[config.mk]
export PLATFORM = sky130hd
export DESIGN_NAME = tri_step_decoder_flat
export DESIGN_NICKNAME = d
export VERILOG_FILES = /design/src/rtl/tri_pkg.sv /design/src/rtl/tri_step_decoder_if.sv /design/src/rtl/tri_step_gen.sv /design/src/rtl/tri_step_decoder.sv /design/src/flat_wrapper.sv
export SDC_FILE = /design/constraint.sdc
export NUM_CORES = 1
export LEC_CHECK = 0
export CAP_MARGIN = 40
export CORE_ASPECT_RATIO = 1.1
export CORE_UTILIZATION = 40
export DETAILED_ROUTE_END_ITERATION = 8
export GPL_TIMING_DRIVEN = 0
export SLEW_MARGIN = 20
export SYNTH_ARGS = -nofsm -noshare
export SYNTH_HDL_FRONTEND = slang
export SYNTH_SLANG_ARGS = --single-unit
[constraint.sdc]
create_clock -name clk -period 4.25 [get_ports clk]
set_input_delay 0.85 -clock clk [delete_from_list [all_inputs] [get_ports clk]]
set_output_delay 0.85 -clock clk [all_outputs]
set_load 0.02 [all_outputs]
[src/rtl/tri_pkg.sv]
// Shared definitions for the triangular step decoder: default sizes,
// FSM state encoding and the closed-form value of the forward recurrence.
package tri_pkg;

    localparam int W_DEF     = 19;
    localparam int LIMIT_DEF = 200;
    localparam int NW_DEF    = 8;

    typedef enum logic [1:0] {
        IDLE = 2'd0,
        RUN  = 2'd1,
        DONE = 2'd2
    } state_t;

    // x(k) = 1 + k(k-1)/2, the accumulator value after k steps.
    function automatic longint tri_x(input longint k);
        return 64'sd1 + (k * (k - 64'sd1)) / 64'sd2;
    endfunction

endpackage

[src/rtl/tri_step_decoder_if.sv]
// Request/response bundle of the triangular step decoder.
// The master issues targets and consumes results; the slave is the decoder.
interface tri_step_decoder_if #(
    parameter int W  = 19,
    parameter int NW = 8
) ();

    logic          in_valid;
    logic          in_ready;
    logic [W-1:0]  in_t;
    logic          out_valid;
    logic          out_ready;
    logic [NW-1:0] out_n;
    logic [W-1:0]  out_r;
    logic          out_sat;
    logic          out_uflow;

    modport master (
        output in_valid, in_t, out_ready,
        input  in_ready, out_valid, out_n, out_r, out_sat, out_uflow
    );

    modport slave (
        input  in_valid, in_t, out_ready,
        output in_ready, out_valid, out_n, out_r, out_sat, out_uflow
    );

endinterface

[src/rtl/tri_step_gen.sv]
// Recurrence registers of the triangular accumulator: x<-x+y, y<-y+1.
// load restarts the sequence at x=1, y=0; step advances it by one.
module tri_step_gen #(
    parameter int W  = 19,
    parameter int NW = 8
) (
    input  logic          clk,
    input  logic          rst,
    input  logic          load,
    input  logic          step,
    output logic [W-1:0]  x,
    output logic [NW-1:0] y,
    output logic [W:0]    xy
);

    // One bit wider than x so the bound comparison downstream never wraps.
    assign xy = {1'b0, x} + (W+1)'(y);

    // Restart or advance the recurrence; load has priority over step.
    always_ff @(posedge clk) begin
        // NOTE: state registers use non-blocking assignments so every flop
        // samples the pre-edge values of the others, independent of order.
        if (rst) begin
            x <= W'(1);
            y <= '0;
        end else if (load) begin
            x <= W'(1);
            y <= '0;
        end else if (step) begin
            x <= xy[W-1:0];
            y <= y + NW'(1);
        end
    end

endmodule

[src/rtl/tri_step_decoder.sv]
// Inverse of the triangular step accumulator: for a target t, finds the
// largest n in [0, LIMIT] with x(n) <= t and the residue t - x(n), by
// re-running the recurrence one step per cycle behind a valid/ready pair.
module tri_step_decoder
    import tri_pkg::*;
#(
    parameter int W     = W_DEF,
    parameter int LIMIT = LIMIT_DEF,
    parameter int NW    = NW_DEF
) (
    input  logic               clk,
    input  logic               rst,
    tri_step_decoder_if.slave  bus
);

    // The largest reachable x and the step count must both fit their fields.
    if (tri_x(LIMIT) >= (64'sd1 <<< W)) begin : g_w_check
        $error("tri_step_decoder: x(LIMIT) does not fit in W bits");
    end
    if ((64'sd1 <<< NW) <= LIMIT) begin : g_nw_check
        $error("tri_step_decoder: NW too narrow for LIMIT");
    end

    state_t        state;
    logic [W-1:0]  t;
    logic [W-1:0]  x;
    logic [NW-1:0] y;
    logic [W:0]    xy;
    logic          load;
    logic          step;
    logic          under;
    logic          at_limit;
    logic          fits;

    assign under    = (x > t);
    assign at_limit = (y == NW'(LIMIT));
    assign fits     = (xy <= {1'b0, t});
    assign load     = (state == IDLE) && bus.in_valid;
    assign step     = (state == RUN) && !under && !at_limit && fits;

    tri_step_gen #(
        .W  (W),
        .NW (NW)
    ) u_gen (
        .clk  (clk),
        .rst  (rst),
        .load (load),
        .step (step),
        .x    (x),
        .y    (y),
        .xy   (xy)
    );

    // Control FSM with registered handshake and result outputs.
    always_ff @(posedge clk) begin
        if (rst) begin
            state         <= IDLE;
            t             <= '0;
            bus.in_ready  <= 1'b1;
            bus.out_valid <= 1'b0;
            bus.out_n     <= '0;
            bus.out_r     <= '0;
            bus.out_sat   <= 1'b0;
            bus.out_uflow <= 1'b0;
        end else begin
            case (state)
                IDLE: begin
                    if (bus.in_valid) begin
                        t            <= bus.in_t;
                        bus.in_ready <= 1'b0;
                        state        <= RUN;
                    end
                end
                RUN: begin
                    if (under) begin
                        // Only t == 0 lands here, on the first RUN cycle.
                        bus.out_n     <= '0;
                        bus.out_r     <= '0;
                        bus.out_sat   <= 1'b0;
                        bus.out_uflow <= 1'b1;
                        bus.out_valid <= 1'b1;
                        state         <= DONE;
                    end else if (at_limit) begin
                        bus.out_n     <= y;
                        bus.out_r     <= t - x;
                        bus.out_sat   <= 1'b1;
                        bus.out_uflow <= 1'b0;
                        bus.out_valid <= 1'b1;
                        state         <= DONE;
                    end else if (!fits) begin
                        bus.out_n     <= y;
                        bus.out_r     <= t - x;
                        bus.out_sat   <= 1'b0;
                        bus.out_uflow <= 1'b0;
                        bus.out_valid <= 1'b1;
                        state         <= DONE;
                    end
                end
                DONE: begin
                    // Result held until consumed; no accept in this same cycle.
                    if (bus.out_ready) begin
                        bus.out_valid <= 1'b0;
                        bus.in_ready  <= 1'b1;
                        state         <= IDLE;
                    end
                end
                default: begin
                    state         <= IDLE;
                    bus.in_ready  <= 1'b1;
                    bus.out_valid <= 1'b0;
                end
            endcase
        end
    end

endmodule
[src/flat_wrapper.sv]
// flat-port wrapper written by rule: the top's interface ports become plain ports
module tri_step_decoder_flat import tri_pkg::*;
#(
    parameter int W     = W_DEF,
    parameter int LIMIT = LIMIT_DEF,
    parameter int NW    = NW_DEF
)
  (clk, rst, bus_in_valid, bus_in_t, bus_out_ready, bus_in_ready, bus_out_valid, bus_out_n, bus_out_r, bus_out_sat, bus_out_uflow);
  tri_step_decoder_if #(.W(W), .NW(NW)) bus_i ();
  input  logic clk;
  input  logic rst;
  input wire logic [$bits(bus_i.in_valid)-1:0] bus_in_valid;
  input wire logic [$bits(bus_i.in_t)-1:0] bus_in_t;
  input wire logic [$bits(bus_i.out_ready)-1:0] bus_out_ready;
  output wire logic [$bits(bus_i.in_ready)-1:0] bus_in_ready;
  output wire logic [$bits(bus_i.out_valid)-1:0] bus_out_valid;
  output wire logic [$bits(bus_i.out_n)-1:0] bus_out_n;
  output wire logic [$bits(bus_i.out_r)-1:0] bus_out_r;
  output wire logic [$bits(bus_i.out_sat)-1:0] bus_out_sat;
  output wire logic [$bits(bus_i.out_uflow)-1:0] bus_out_uflow;
  assign bus_i.in_valid = bus_in_valid;
  assign bus_i.in_t = bus_in_t;
  assign bus_i.out_ready = bus_out_ready;
  assign bus_in_ready = bus_i.in_ready;
  assign bus_out_valid = bus_i.out_valid;
  assign bus_out_n = bus_i.out_n;
  assign bus_out_r = bus_i.out_r;
  assign bus_out_sat = bus_i.out_sat;
  assign bus_out_uflow = bus_i.out_uflow;
  tri_step_decoder #(.W(W), .LIMIT(LIMIT), .NW(NW)) u_core (.clk(clk), .rst(rst), .bus(bus_i));
endmodule
==> flow_summary.json <==
{
  "p_sw_uw": 917.2,
  "syn_inst": 714,
  "vias": 5654,
  "num_antenna_cells": 0,
  "yosys_warnings": 0,
  "nNetsFinal": 866,
  "hpwl_um": 13250,
  "fp-row-count": 45,
  "path_cells": "ha_1 -> o21ai_1 -> nor4b_2 -> a21oi_2 -> or2_2 -> xnor2_1 -> ha_1 -> a211o_1 -> o211ai_1 -> a21oi_2 -> nor4_4 -> o211ai_4 -> buf_6 -> or4_1 -> a21oi_1",
  "ys_ff_latch": 79,
  "hold_viol": 0,
  "pwr-share-comb": 0.356,
  "critical_path.max_fanout": 10,
  "gp_congestion": 0.9526,
  "dp_cells": 954,
  "ios": 54,
  "period_needed_ns": 4.206,
  "synth_largest_type_area_fraction": 0.2815,
  "synth-seq-area-share": 0.2815,
  "clk_latency_ns": 0.35,
  "tightest_slew_ns": 0.7309,
  "drt-initial-drc-count": 407,
  "initial_core_util": 0.4090,
  "drv.max_cap_violation_count": 0,
  "die_y_um": 126.3,
  "layout_commonest_cell": "nand2_1",
  "wirelength_um": 17420,
  "grt_pass1_vias": 5547,
  "synth_top_cell_by_area": "dfxtp_1",
  "fin_hold_ws_ns": 0.4630,
  "cp-start-kind": "flop",
  "die_x_um": 115.0,
  "setup_viol": 0,
  "port_buffers": 52,
  "ys_types": 69,
  "r2r_start": "u_core.u_gen.y[6]",
  "power_density_nw_per_um2": 366.3,
  "final_cells": 984,
  "grt_use_total": 0.2487,
  "worstHoldStart": "u_core.bus.out_r[11]",
  "slowest_delay_ns": 0.49,
  "power.leakage_uw": 0.002678,
  "viasPerCell": 5.746,
  "syn_area_per_cell_sq_um": 7.870,
  "antenna_found_initial": 0,
  "path_buf_inv": 1,
  "hold_class": "reg -> reg",
  "tritoncts": "built",
  "p_int_uw": 1681,
  "period_share": 0.9896,
  "pwr-share-seq": 0.314,
  "htree_levels": 3,
  "min_path_cells": 2,
  "core_sq_um": 13740,
  "tns_ns": 0,
  "final_cell_mix": "nand2_1 (93), dfxtp_1 (72), a21oi_1 (57)",
  "die_area_sq_um": 14530,
  "async_reset_ff_frac": 0,
  "rsz0062_at_grt": "yes",
  "clock_path_buffers": 2,
  "crit_arrival_ns": 4.48,
  "path_delay_family": "simple AND/OR/NAND/NOR gates",
  "fmax_mhz": 237.8,
  "cts_buffers": 9,
  "required_ns": 4.52,
  "grt_pass1_wl_um": 28010,
  "cp-end-kind": "flop",
  "grt_overflow": 0,
  "clk_pin_slew_worst_paths_ns": 0.06,
  "wire_per_inst_um": 17.70,
  "area_delta_synth_final_pct": 26.21,
  "slew_violations": 0,
  "run_status": "finished, final reports clean",
  "cts_root_buf": "clkbuf_16",
  "r2r_cells": 15,
  "cts.sink_count": 79,
  "ff2ff_setup_slack_ns": 0.04,
  "post_route_cells_drive_above_1_share": 0.1394,
  "slew_headroom": 0.5109,
  "synth-edff-count": 0,
  "power_uw": 2598,
  "yosys_most_used_dff": "dfxtp_1",
  "worstReg2RegEnd": "u_core.u_gen.y[7]",
  "syn_area_sq_um": 5619,
  "hold_end": "u_core.bus.out_r[11]",
  "fillers": 1380,
  "finClkSkew_ns": 0.006150,
  "p_sw_frac": 0.3530,
  "drc": 0,
  "critical_path.startpoint": "u_core.u_gen.y[6]",
  "post-route-util": 0.5162,
  "crit_slowest_cell": "or4_1",
  "first_pass_iters": 4,
  "grt_max_degree": 13,
  "ys_top_cells_by_area": "dfxtp_1 (28%), ha_1 (11%), nand2_1 (6.3%), a21oi_1 (5.5%), nand3_1 (4.3%)",
  "ir_worst_vdd_mv": 0.1958,
  "worstSetupPathType": "reg -> reg",
  "clkPwrFrac": 0.330,
  "antenna_left": 0,
  "syn-num-nets": 787
}
## synth_stat cells, types with 4 or more instances
cell type,n
or2_2,5
clkbuf_1,21
xor2_1,6
o31ai_1,13
or3_1,10
nand3_1,48
or4_1,11
nor2b_1,10
buf_2,7
nor2_1,35
dfxtp_1,79
a21o_1,7
o21a_1,7
nor3_1,12
a31oi_1,14
a21oi_1,62
a2bb2oi_1,7
o211ai_1,8
o21ai_0,24
o21ai_1,4
and3_1,5
a211oi_2,4
ha_1,48
xnor2_1,18
o311ai_0,4
mux2i_1,16
nand2_1,94
inv_1,49
a31o_2,4
nand4_1,15
## worst max path at each step
stage / endpoint / depth (start not counted)
2_1_floorplan: u_core.bus.out_r[14] / 17
3_3_place_gp: u_core.bus.out_r[3] / 17
3_5_place_dp: u_core.bus.out_r[4] / 17
4_1_cts: u_core.u_gen.y[7] / 17
5_1_grt: u_core.u_gen.x[16] / 17
6_report: u_core.u_gen.y[7] / 15
## flip-flops by register name, indices dropped and copies added, names as in the netlist
| signal | cells |
|---|---|
| u_core.state | 2 |
| u_core.bus.out_r | 19 |
| u_core.u_gen.x | 19 |
| u_core.u_gen.y | 8 |
| u_core.bus.out_n | 8 |
| u_core.bus.out_uflow | 1 |
| u_core.bus.out_valid | 1 |
| u_core.t | 19 |
| u_core.bus.out_sat | 1 |
| u_core.bus.in_ready | 1 |
## worst min-delay path, delay by kind of cell, from the launching register on
kind             cells  cell delay (ns)
muxes                1             0.05
DFF                  1             0.31
and+or+nand+nor      1             0.05
## kinds of logic after synthesis
kind of cell,share of synthesized area
AND/OR/NAND/NOR,0.2423
adder cells (fa/ha/maj),0.1140
AO/OA/AOI/OAI,0.2273
multiplexers,0.03451
flip-flops,0.2815
XOR/XNOR,0.03741
buffers and inverters,0.06301
## metal layers
metal / vias to the layer above / wire [um] / GRT usage
li1: 2748 / - / -
met1: 2708 / 7730 / 0.3112
met2: 156 / 8480 / 0.4153
met3: 42 / 647 / 0.03249
met4: 0 / 559 / 0.1276
met5: - / 0 / 0
## per-stage QoR
stage               cell area, sq um  worst slack [ns]
floorplan                       5619            0.3201
global placement                6375           -0.4598
detailed placement              6375           -0.5399
CTS                             6837           0.01909
global route                    7092           -0.1515
finish                          7092           0.04430
## power groups by stage
stage | Clock, uW | Sequential, uW | Combinational, uW
after floorplan | 0 | 848 | 560
after detailed placement | 0 | 833 | 840
final | 858 | 816 | 924
after CTS | 866 | 817 | 863
after global routing | 906 | 822 | 996
after global placement | 0 | 831 | 825
## timing repair
item | 4_1_cts | 5_1_grt
pin swaps | 4 | 22
hold buffers | 0 | 0
gates resized for setup | 25 | 45
buffers inserted | 5 | 10
endpoints found under the setup margin | 59 | 54
cloned | 0 | 1
## final cells by class
cell class	count	area (sq um)	share of cell area
buffer	35	188.9	0.02664
clock buffer	11	252.7	0.03564
clock inverter	3	67.56	0.009527
inverter	49	183.9	0.02594
multi-input combinational	551	3914	0.5519
sequential	79	1598	0.2253
tap	188	235.2	0.03317
timing repair buffer	68	651.9	0.09192
Power figures use the tool's default switching activity.
